`config.mk`:
```
export PLATFORM = sky130hd
export DESIGN_NAME = ps2_host_tx
export DESIGN_NICKNAME = d
export VERILOG_FILES = /design/src/rtl/ps2_pkg.sv /design/src/rtl/ps2_sync_edge.sv /design/src/rtl/ps2_host_tx.sv
export SDC_FILE = /design/constraint.sdc
export NUM_CORES = 1
export LEC_CHECK = 0
export ABC_AREA = 1
export BUFFER_PORTS_ARGS = -buffer_cell sky130_fd_sc_hd__buf_2
export CELL_PAD_IN_SITES_DETAIL_PLACEMENT = 1
export CELL_PAD_IN_SITES_GLOBAL_PLACEMENT = 1
export CORE_ASPECT_RATIO = 2
export CORE_MARGIN = 2
export CORE_UTILIZATION = 43
export DETAILED_ROUTE_END_ITERATION = 8
export MAX_ROUTING_LAYER = met4
export PLACE_DENSITY = 0.91
export SYNTH_ARGS = -nofsm -noshare
export SYNTH_HDL_FRONTEND = slang
export SYNTH_SLANG_ARGS = --single-unit
export TNS_END_PERCENT = 5
```
`constraint.sdc`:
```
create_clock -name clock -period 2.6 [get_ports clock]
set_clock_uncertainty 0.15 [all_clocks]
set_input_delay 0 -clock clock [delete_from_list [all_inputs] [get_ports clock]]
set_output_delay 0 -clock clock [all_outputs]
set_load 0.02 [all_outputs]
```
`src/rtl/ps2_pkg.sv`:
```
// Shared PS/2 definitions: transmit FSM state codes, parity helper, command bytes.
// No logic; pure constants and a combinational helper function.
// Used by both the host transmitter and the keyboard receive path.
package ps2_pkg;

  // Transmit FSM state encoding
  localparam logic [2:0] ST_IDLE      = 3'd0;
  localparam logic [2:0] ST_INHIBIT   = 3'd1;
  localparam logic [2:0] ST_REQ       = 3'd2;
  localparam logic [2:0] ST_SEND      = 3'd3;
  localparam logic [2:0] ST_ACK       = 3'd4;
  localparam logic [2:0] ST_WAIT_IDLE = 3'd5;

  // Common keyboard command bytes
  localparam logic [7:0] CMD_SET_LEDS = 8'hED;
  localparam logic [7:0] CMD_ENABLE   = 8'hF4;
  localparam logic [7:0] CMD_RESET    = 8'hFF;
  localparam logic [7:0] ACK_BYTE     = 8'hFA;

  // PS/2 uses odd parity: data bits plus parity bit hold an odd number of ones
  function automatic logic odd_parity(input logic [7:0] d);
    return ~^d;
  endfunction

endpackage

```
`src/rtl/ps2_sync_edge.sv`:
```
// Two-flop synchronizer for one open-collector PS/2 line plus falling-edge detect.
// Latency: sync_o lags the pad by 2 cycles; fe_o is high on the cycle the synchronized level drops.
// No backpressure; free-running. Resets to the idle (high) line level so reset never yields an edge.
module ps2_sync_edge (
  input  logic clock,
  input  logic reset,
  input  logic line_i,
  output logic sync_o,
  output logic fe_o
);

  logic s1_q, s2_q, prev_q;

  // Synchronize the raw line and keep one cycle of history for edge detection
  always_ff @(posedge clock) begin
    if (reset) begin
      s1_q   <= 1'b1;
      s2_q   <= 1'b1;
      prev_q <= 1'b1;
    end else begin
      s1_q   <= line_i;
      s2_q   <= s1_q;
      prev_q <= s2_q;
    end
  end

  assign sync_o = s2_q;
  assign fe_o   = prev_q & ~s2_q;

endmodule

```
`src/rtl/ps2_host_tx.sv`:
```
// Host-to-device PS/2 transmitter: inhibit, request-to-send, 10 bits on device clock, ACK check.
// Latency: INHIBIT_CYCLES + SETUP_CYCLES, then paced by the device clock; bounded by TIMEOUT_CYCLES.
// tx_start is ignored (not queued) while tx_busy is high; lines driven only via output enables.
module ps2_host_tx
  import ps2_pkg::*;
#(
  parameter int unsigned INHIBIT_CYCLES = 6000,
  parameter int unsigned SETUP_CYCLES   = 50,
  parameter int unsigned TIMEOUT_CYCLES = 750000,
  parameter int unsigned CNT_W          = 20
) (
  input  logic       clock,
  input  logic       reset,
  input  logic [7:0] tx_data,
  input  logic       tx_start,
  output logic       tx_busy,
  output logic       tx_done,
  output logic       tx_error,
  input  logic       ps2_clk_in,
  input  logic       ps2_dat_in,
  output logic       ps2_clk_oe,
  output logic       ps2_dat_oe
);

  localparam logic [CNT_W-1:0] INH_LAST   = CNT_W'(INHIBIT_CYCLES - 1);
  localparam logic [CNT_W-1:0] SETUP_LAST = CNT_W'(SETUP_CYCLES - 1);
  localparam logic [CNT_W-1:0] TO_LAST    = CNT_W'(TIMEOUT_CYCLES - 1);

  logic             clk_sync, clk_fe, dat_sync, dat_fe_unused;
  logic [2:0]       state_q, state_d;
  logic [CNT_W-1:0] cnt_q, cnt_d;
  logic [3:0]       bit_idx_q, bit_idx_d;
  logic [9:0]       shift_q, shift_d;
  logic             dat_oe_q, dat_oe_d;
  logic             clk_oe_q, busy_q, done_q, done_d, err_q, err_d;

  ps2_sync_edge u_clk_sync (
    .clock (clock),
    .reset (reset),
    .line_i(ps2_clk_in),
    .sync_o(clk_sync),
    .fe_o  (clk_fe)
  );

  ps2_sync_edge u_dat_sync (
    .clock (clock),
    .reset (reset),
    .line_i(ps2_dat_in),
    .sync_o(dat_sync),
    .fe_o  (dat_fe_unused)
  );

  // Next-state logic: frame sequencing, bit shifting on device clock falls, and the shared timeout
  always_comb begin
    state_d   = state_q;
    cnt_d     = cnt_q;
    bit_idx_d = bit_idx_q;
    shift_d   = shift_q;
    dat_oe_d  = dat_oe_q;
    done_d    = 1'b0;
    err_d     = 1'b0;
    case (state_q)
      ST_IDLE: begin
        dat_oe_d = 1'b0;
        if (tx_start) begin
          // Frame without the start bit; the start bit is the data-low driven in REQ
          shift_d = {1'b1, odd_parity(tx_data), tx_data};
          cnt_d   = '0;
          state_d = ST_INHIBIT;
        end
      end
      ST_INHIBIT: begin
        if (cnt_q == INH_LAST) begin
          cnt_d    = '0;
          dat_oe_d = 1'b1;
          state_d  = ST_REQ;
        end else begin
          cnt_d = cnt_q + 1'b1;
        end
      end
      ST_REQ: begin
        if (cnt_q == SETUP_LAST) begin
          cnt_d     = '0;
          bit_idx_d = 4'd0;
          state_d   = ST_SEND;
        end else begin
          cnt_d = cnt_q + 1'b1;
        end
      end
      ST_SEND, ST_ACK, ST_WAIT_IDLE: begin
        cnt_d = cnt_q + 1'b1;
        if (cnt_q == TO_LAST) begin
          // Timeout wins over any edge arriving in the same cycle
          dat_oe_d = 1'b0;
          err_d    = 1'b1;
          state_d  = ST_IDLE;
        end else if (state_q == ST_SEND) begin
          if (clk_fe) begin
            if (bit_idx_q <= 4'd8) begin
              dat_oe_d  = ~shift_q[bit_idx_q];
              bit_idx_d = bit_idx_q + 4'd1;
            end else begin
              // Stop bit is a released line
              dat_oe_d  = 1'b0;
              bit_idx_d = 4'd10;
              state_d   = ST_ACK;
            end
          end
        end else if (state_q == ST_ACK) begin
          if (clk_fe) begin
            if (!dat_sync) begin
              state_d = ST_WAIT_IDLE;
            end else begin
              err_d   = 1'b1;
              state_d = ST_IDLE;
            end
          end
        end else begin
          if (clk_sync && dat_sync) begin
            done_d  = 1'b1;
            state_d = ST_IDLE;
          end
        end
      end
      default: begin
        dat_oe_d = 1'b0;
        state_d  = ST_IDLE;
      end
    endcase
  end

  // State and output registers; outputs follow the next state so busy drops with done/error
  always_ff @(posedge clock) begin
    if (reset) begin
      state_q   <= ST_IDLE;
      cnt_q     <= '0;
      bit_idx_q <= 4'd0;
      shift_q   <= '0;
      dat_oe_q  <= 1'b0;
      clk_oe_q  <= 1'b0;
      busy_q    <= 1'b0;
      done_q    <= 1'b0;
      err_q     <= 1'b0;
    end else begin
      state_q   <= state_d;
      cnt_q     <= cnt_d;
      bit_idx_q <= bit_idx_d;
      shift_q   <= shift_d;
      dat_oe_q  <= dat_oe_d;
      clk_oe_q  <= (state_d == ST_INHIBIT) || (state_d == ST_REQ);
      busy_q    <= (state_d != ST_IDLE);
      done_q    <= done_d;
      err_q     <= err_d;
    end
  end

  assign tx_busy    = busy_q;
  assign tx_done    = done_q;
  assign tx_error   = err_q;
  assign ps2_clk_oe = clk_oe_q;
  assign ps2_dat_oe = dat_oe_q;

endmodule

```
==> results of run 1 <==
how the worst min path moves through the flow:
stage	startpoint	end	slack, ns	cells after the start
finish	tx_start	cnt_q[1]$_SDFFE_PP0P_	0.04	6
CTS	tx_start	cnt_q[1]$_SDFFE_PP0P_	0.04	6
floorplan	ps2_clk_in	u_clk_sync.s1_q$_SDFF_PP1_	-0.05	1
global route	tx_start	cnt_q[1]$_SDFFE_PP0P_	0.07	6
detailed placement	ps2_dat_in	u_dat_sync.s1_q$_SDFF_PP1_	0.03	2
global placement	ps2_clk_in	u_clk_sync.s1_q$_SDFF_PP1_	0.03	2
tightest hold or removal path: cells and delay by family:
family,cells,cell delay (ns)
AND/OR/NAND/NOR,3,0.24
buffers and inverters,2,0.13
AO/OA/AOI/OAI,1,0.05
kinds of logic (layout without fill, tap and decap cells):
logic type | after synthesis | after routing | share of synthesized area [%]
compound gates | 53 | 53 | 10.9
xor+xnor | 11 | 11 | 3.50
fa+ha+maj | 4 | 4 | 1.82
buf+inv | 79 | 111 | 11.6
flops | 47 | 47 | 34.2
simple gates | 217 | 217 | 38.1
cell usage after synthesis (5+ instances only):
cell type,n,area [sq um]
a21oi_1,23,115
clkbuf_1,5,18.8
dfxtp_1,47,941
inv_1,65,244
nand2_1,84,315
nand2_2,6,37.5
nand3_1,31,155
nand4_1,17,106
nor2_1,44,165
nor3_1,13,65.1
nor3_2,5,50.1
o211ai_1,6,45.0
o21ai_0,17,85.1
or2_2,6,37.5
xnor2_1,7,61.3
layer usage:
metal	track usage, %	vias to the layer above	routed length, microns
met5	-	-	0
met4	18.0	0	563
met3	3.85	40	260
met2	57.3	75	5480
met1	21.4	1416	2890
li1	-	1384	-
flip-flops by register name (all words and copies together), names as in the netlist, 3 cells and up:
| signal | count |
|---|---|
| bit_idx_q | 4 |
| shift_q | 10 |
| cnt_q | 20 |
| state_q | 3 |
power by group through the flow:
stage,clock network (mW),registers (mW),logic (mW)
finish,0.750,0.760,0.171
global route,0.774,0.760,0.188
CTS,0.755,0.758,0.167
detailed placement,0,0.774,0.148
global placement,0,0.773,0.141
floorplan,0,0.773,0.100
through the flow:
| stage | setup WS [ns] | utilization (%) | instances | area (sq um) |
|---|---|---|---|---|
| 3_3_place_gp | 0.634 | 46.3 | 506 | 2900 |
| 6_report | 0.241 | 51.4 | 529 | 3220 |
| 3_5_place_dp | 0.507 | 46.3 | 506 | 2900 |
| 4_1_cts | 0.286 | 51.4 | 529 | 3220 |
| 2_1_floorplan | 0.736 | - | 411 | 2750 |
| 5_1_grt | 0.110 | 51.4 | 529 | 3220 |
timing repair:
action	CTS	global route
buffers inserted	0	0
endpoints found under the hold margin	13	0
hold buffers	15	0
layout make-up:
class	count	share of cell area, %
flip-flops and latches	47	29.2
repair buffers	32	7.31
multi-input cells	285	46.4
clock buffers	5	3.89
inverters	71	8.44
well taps	86	3.34
clock inverters	3	1.36
==> out/results.ini, run 1 <==
[logic_synthesis]
ys_seq_area_share_pct=34.2
ys_dominant_reg_cell=dfxtp_1
netlist_area_sq_um=2750
yosysWarnings=0
async_flop_share_pct=0
syn_inst=411
ys_types=32
avgSynthCellArea_sq_um=6.69
yosys_register_bits=47
syn_nets=428
synth_edf_count=0

[global_routing]
grt_overflow_total=0
grt_max_degree=19
grt_pass1_wl_mm=14.4
antenna_found_initial=0
grt_usage_pct=28.5
grt_pass1_vias=3129

[cells_and_area]
drive_gt1_share_pct=13.3
final_common_cell=nand2_1
fin_nets=459
n_fill_cell=836
diodes=0
mostFrequentLayoutCells=nand2_1 (84), inv_1 (65), dfxtp_1 (47)
area_delta_synth_final_pct=16.9
multi_input_area_sq_um=1490
final-seq-area_sq_um=941

[setup_path]
critPathMaxStageDelay_ns=0.58
worstPathCellList=nor3_2 > nand2_1 > inv_1 > nand2_1 > a21oi_1 > dlygate4sd3_1
r2r_end=shift_q[0]$_SDFFE_PP0P_
crit_path_frequent_cell=nand2_1
cp.arrival_ns=2.44
crit_buf_inv=2
cp-endpoint=shift_q[0]$_SDFFE_PP0P_
setup.worst_path.end_class=flop
path_class=reg -> reg
cp_top_family=buffers and inverters
rr_startpoint=state_q[2]$_SDFF_PP0_
cp.required_ns=2.68
reg2reg_slack_ns=0.24
crit_path_top_delay_cell=dlygate4sd3_1
reg2reg_depth=6
cp.depth=6
critPathMaxFanout=15
cp-startpoint=state_q[2]$_SDFF_PP0_
startpoint_type=flop

[floorplan]
die_h_microns=117
die-area_sq_um=7090
num_rows=41
ios=18
core_area_sq_um=6260
initial_utilization_pct=44.0
die_w_microns=60.6

[clock_tree]
clkTransAtPathRegs_ns=0.07
cts.sinks=47
cts_tree=yes
h-tree-depth=2
numCtsBuffers=5
clock-root-buffer=clkbuf_16
cts_resized=0
clock_path_buffers=2
clk_latency_ns=0.30

[power]
comb_power_share_pct=10.2
netSwitchingPower_uw=417
power_mw=1.68
powerDensity_nw_per_um2=523
clockPowerShare_pct=44.6
pwr-share-seq_pct=45.2
max-vdd-ir-drop_mv=0.334
p_leak_nw=1.42
p_int_mw=1.26
switching_share_pct=24.8

[drt]
drc_errors=0
ant_nets=0
vias_per_cell=5.51
via_count=2915
drt_iter0_markers=89
wire_per_inst_microns=17.4
drt_pass1_iterations=4
totalWireLength_mm=9.19

[timing]
period_share_pct=90.7
min_period_ns=2.36
slew_viol_final=0
fmax_mhz=424
tightest_slew_ns=0.624
relSlewSlack_pct=58.3
holdWs_ns=0.0357
hold_viol=0
rsz0062_at_grt=false
setup-tns-final_ns=0
finalSetupViolCount=0

[placement]
gp_congestion=0.931
numPortBuffers=17
dp_hpwl_mm=6.57

[worst_hold_path]
hold_path.class=in -> reg

[job]
maxCapViolCount=0

[run_status]
status=finished, final reports clean

No activity file was read; power rests on OpenSTA's default activity.
==> run 2, diff against run 1 <==
--- a/config.mk
+++ b/config.mk
@@ -15,6 +15,7 @@
 export DETAILED_ROUTE_END_ITERATION = 8
 export MAX_ROUTING_LAYER = met4
 export PLACE_DENSITY = 0.91
+export RECOVER_POWER = 100
 export SYNTH_ARGS = -nofsm -noshare
 export SYNTH_HDL_FRONTEND = slang
 export SYNTH_SLANG_ARGS = --single-unit
==> out/results.ini, run 2 (synthesis results as in run 1) <==
[power]
powerDensity_nw_per_um2=526
max-vdd-ir-drop_mv=0.334
p_leak_nw=1.39
power_mw=1.68

[drt]
wire_per_inst_microns=17.4
totalWireLength_mm=9.22
drt_pass1_iterations=4
drt_iter0_markers=92
drc_errors=0
via_count=2916
ant_nets=0
vias_per_cell=5.51

[timing]
relSlewSlack_pct=45.5
rsz0062_at_grt=false
holdWs_ns=0.0344
fmax_mhz=408
period_share_pct=94.3
tightest_slew_ns=0.817
hold_viol=0
slew_viol_final=0
min_period_ns=2.45
finalSetupViolCount=0
setup-tns-final_ns=0

[clock_tree]
cts.sinks=47
numCtsBuffers=5
clock_path_buffers=2
clock-root-buffer=clkbuf_16
post_cts_buffers=0
clk_latency_ns=0.30
cts_tree=yes
clkTransAtPathRegs_ns=0.07
h-tree-depth=2

[job]
maxCapViolCount=0

[setup_path]
path_class=reg -> reg
startpoint_type=flop
rr_startpoint=cnt_q[14]$_SDFFE_PP0P_
reg2reg_depth=10
cp.required_ns=2.65
setup.worst_path.end_class=flop
cp-endpoint=cnt_q[8]$_SDFFE_PP0P_
reg2reg_slack_ns=0.15
r2r_end=cnt_q[8]$_SDFFE_PP0P_
worstPathCellList=nor2_1 > nand3_1 > nor2_1 > nand3b_1 > nand2_4 > nand4_1 > nand2_4 > inv_4 > nand2_1 > inv_1
crit_path_top_delay_cell=nand4_1
critPathMaxStageDelay_ns=0.45
critPathMaxFanout=9
cp.arrival_ns=2.50
cp-startpoint=cnt_q[14]$_SDFFE_PP0P_

[global_routing]
antenna_found_initial=0
grt_pass1_wl_mm=14.4
grt_usage_pct=28.5
grt_max_degree=19
grt_pass1_vias=3129
grt_overflow_total=0

[floorplan]
die-area_sq_um=7090
core_area_sq_um=6260
initial_utilization_pct=44.0
die_h_microns=117
die_w_microns=60.6
num_rows=41
ios=18

[cells_and_area]
final_cells=529
diodes=0
reg_top3=cnt_q: 20 flops, shift_q: 10 flops, bit_idx_q: 4 flops
largest_register_ffs=20
fin_nets=459
final-seq-area_sq_um=941
area_delta_synth_final_pct=15.9
mostFrequentLayoutCells=nand2_1 (84), inv_1 (65), dfxtp_1 (47)
drive_gt1_share_pct=11.5
n_fill_cell=838
final_util_pct=51.0
multi_input_area_sq_um=1470
final_common_cell=nand2_1
top_register=cnt_q

[run_status]
status=finished, final reports clean

[worst_hold_path]
hold_path.class=in -> reg

[placement]
dp_hpwl_mm=6.57
numPortBuffers=17
place_inst=506
gp_congestion=0.931

==> run 2: cell count changes in the layout (fill, tap and decap cells not counted) <==
cell / delta
nor3_1: +1
nor3_2: -1
nand4_1: +1
clkbuf_1: +6
nand4_4: -1
buf_2: -6
==> run 2: how the worst min path moves through the flow <==
stage               startpoint                         end  depth (start not counted)
CTS                   tx_start       cnt_q[1]$_SDFFE_PP0P_                          6
detailed placement  ps2_dat_in  u_dat_sync.s1_q$_SDFF_PP1_                          2
global route          tx_start       cnt_q[1]$_SDFFE_PP0P_                          6
global placement    ps2_clk_in  u_clk_sync.s1_q$_SDFF_PP1_                          2
floorplan           ps2_clk_in  u_clk_sync.s1_q$_SDFF_PP1_                          1
finish                tx_start       cnt_q[1]$_SDFFE_PP0P_                          6
==> run 2: layout make-up <==
class	count	share of cell area [%]
repair buffers	32	7.14
inverters	71	8.51
clock buffers	5	3.92
clock inverters	3	1.37
multi-input cells	285	46.2
flip-flops and latches	47	29.5
well taps	86	3.37
==> run 2: power by group <==
part	leakage, nW	switching [mW]	internal, mW
sequential	0.383	0.0170	0.743
clock	0.0838	0.297	0.454
combinational	0.928	0.103	0.0637
total	1.39	0.417	1.26
==> run 2: layer usage <==
layer / track usage [%] / vias to the layer above / routed length, microns
li1: - / 1385 / -
met1: 21.4 / 1430 / 2990
met2: 57.3 / 63 / 5560
met3: 3.85 / 38 / 172
met4: 18.0 / 0 / 493
met5: - / - / 0
==> run 2: repair_timing <==
action,4_1_cts,5_1_grt
hold buffers,15,0
endpoints found under the setup margin,0,0
hold endpoints to repair,13,0
gates resized for setup,0,0
==> run 2: worst max-delay path, delay by kind of cell (launching register included) <==
kind	cells	cell delay, ns
flops	1	0.39
simple gates	8	1.72
buf+inv	2	0.10
==> run 2: metrics by stage <==
stage / setup WS (ns) / instance area (sq um)
global route: 0.0839 / 3190
floorplan: 0.736 / 2750
finish: 0.148 / 3190
global placement: 0.634 / 2900
detailed placement: 0.507 / 2900
CTS: 0.286 / 3220
==> run 3, diff against run 2 <==
--- a/config.mk
+++ b/config.mk
@@ -10,12 +10,13 @@
 export CELL_PAD_IN_SITES_DETAIL_PLACEMENT = 1
 export CELL_PAD_IN_SITES_GLOBAL_PLACEMENT = 1
 export CORE_ASPECT_RATIO = 2
-export CORE_MARGIN = 2
+export CORE_MARGIN = 3
 export CORE_UTILIZATION = 43
 export DETAILED_ROUTE_END_ITERATION = 8
 export MAX_ROUTING_LAYER = met4
 export PLACE_DENSITY = 0.91
 export RECOVER_POWER = 100
+export SKIP_CTS_REPAIR_TIMING = 1
 export SYNTH_ARGS = -nofsm -noshare
 export SYNTH_HDL_FRONTEND = slang
 export SYNTH_SLANG_ARGS = --single-unit
==> constraint.sdc (replaced) <==
create_clock -name clock -period 2.6 [get_ports clock]
set_clock_uncertainty 0.15 [all_clocks]
set_input_delay 0.52 -clock clock [delete_from_list [all_inputs] [get_ports clock]]
set_output_delay 0.52 -clock clock [all_outputs]
set_load 0.02 [all_outputs]
==> out/results.ini, run 3 (synthesis results as in run 1) <==
[run_status]
status=finished, final reports clean

[clock_tree]
cts.sinks=47
clock_path_buffers=2
clk_latency_ns=0.30
clock-root-buffer=clkbuf_16
cts_tree=yes
numCtsBuffers=5
h-tree-depth=2
clkTransAtPathRegs_ns=0.07

[drt]
ant_nets=0
wl_met1_mm=2.76
routed.top_layer=met4
totalWireLength_mm=8.67
via_count=2805
wire_per_inst_microns=16.9
drt_pass1_iterations=4
dr_wl_met2_mm=5.06
routed-wl-met3_microns=239
drt_iter0_markers=80
drc_errors=0
vias_per_cell=5.47

[setup_path]
cp.arrival_ns=2.29
rr_startpoint=cnt_q[10]$_SDFFE_PP0P_
cp.required_ns=2.65
cp-startpoint=cnt_q[10]$_SDFFE_PP0P_
reg2reg_depth=9
critPathMaxFanout=9
setup.worst_path.end_class=flop
startpoint_type=flop
path_class=reg -> reg

[floorplan]
die_h_microns=119
ios=18
core_area_sq_um=6110
num_rows=40
die-area_sq_um=7450
initial_utilization_pct=45.1
die_w_microns=62.6

[global_routing]
grt_pass1_vias=3124
grt_pass1_wl_mm=14.2
grt_max_degree=18
grt_overflow_total=0
grt_usage_pct=25.1
antenna_found_initial=0

[timing]
period_share_pct=86.3
tightest_slew_ns=0.753
min_period_ns=2.24
hold_viol=0
setup-tns-final_ns=0
rsz0062_at_grt=false
finalSetupViolCount=0
fmax_mhz=446
relSlewSlack_pct=49.8
holdWs_ns=0.251
slew_viol_final=0

[cells_and_area]
diodes=0
largest_register_ffs=20
drive_gt1_share_pct=11.0
final_common_cell=nand2_1
final_util_pct=49.8
area_delta_synth_final_pct=10.4
fin_nets=445
reg_top3=cnt_q: 20 flops, shift_q: 10 flops, bit_idx_q: 4 flops
mostFrequentLayoutCells=nand2_1 (87), inv_1 (66), dfxtp_1 (47)
top_register=cnt_q

[placement]
gp_congestion=0.868
numPortBuffers=17
dp_hpwl_mm=6.80

[power]
max-vdd-ir-drop_mv=0.361
p_leak_nw=1.32
powerDensity_nw_per_um2=547

[worst_hold_path]
hold_start=ps2_clk_in
hold_depth=2
hold_path.class=in -> reg

[job]
maxCapViolCount=0

run 3: worst max-delay path, cell delays in order, from the launching register on:
cell     delay (ns)
dfxtp_1        0.48
nand2_1        0.08
nor3_1         0.37
nand3_1        0.13
nand2_1        0.16
nand4_4        0.19
nand2_1        0.40
inv_4          0.07
nand2_1        0.08
inv_1          0.03
run 3: path summary, 6_finish.rpt:
path | to | slack, ns
worst max-delay path | cnt_q[11]$_SDFFE_PP0P_ | 0.36
worst min-delay path | u_clk_sync.s1_q$_SDFF_PP1_ | 0.25
worst max register to register | cnt_q[11]$_SDFFE_PP0P_ | 0.36
worst min register to register | u_clk_sync.sync_o$_SDFF_PP1_ | 0.26
run 3: layout make-up:
class	instances	area, sq um
repair buffers	18	82.6
flip-flops and latches	47	941
well taps	84	105
inverters	71	272
clock inverters	3	46.3
clock buffers	5	125
multi-input cells	285	1470
fillers	867	3070
run 3: layer usage:
metal	global-route usage, %	vias to the layer above
li1	-	1347
met1	19.5	1348
met2	49.2	71
met3	4.25	39
met4	18.7	0
met5	-	-
run 3: where the power goes:
part | leakage [nW] | switching [mW] | internal [mW]
Combinational | 0.857 | 0.0950 | 0.0495
Sequential | 0.383 | 0.0153 | 0.743
Clock | 0.0804 | 0.301 | 0.457
run 3: per-stage QoR:
stage / std cells / area (sq um) / total power, mW / setup slack [ns]
2_1_floorplan: 411 / 2750 / 0.873 / 0.736
3_3_place_gp: 505 / 2900 / 0.916 / 0.651
3_5_place_dp: 505 / 2900 / 0.924 / 0.550
4_1_cts: 513 / 3070 / 1.68 / 0.481
5_1_grt: 513 / 3040 / 1.72 / 0.142
6_report: 513 / 3040 / 1.66 / 0.356
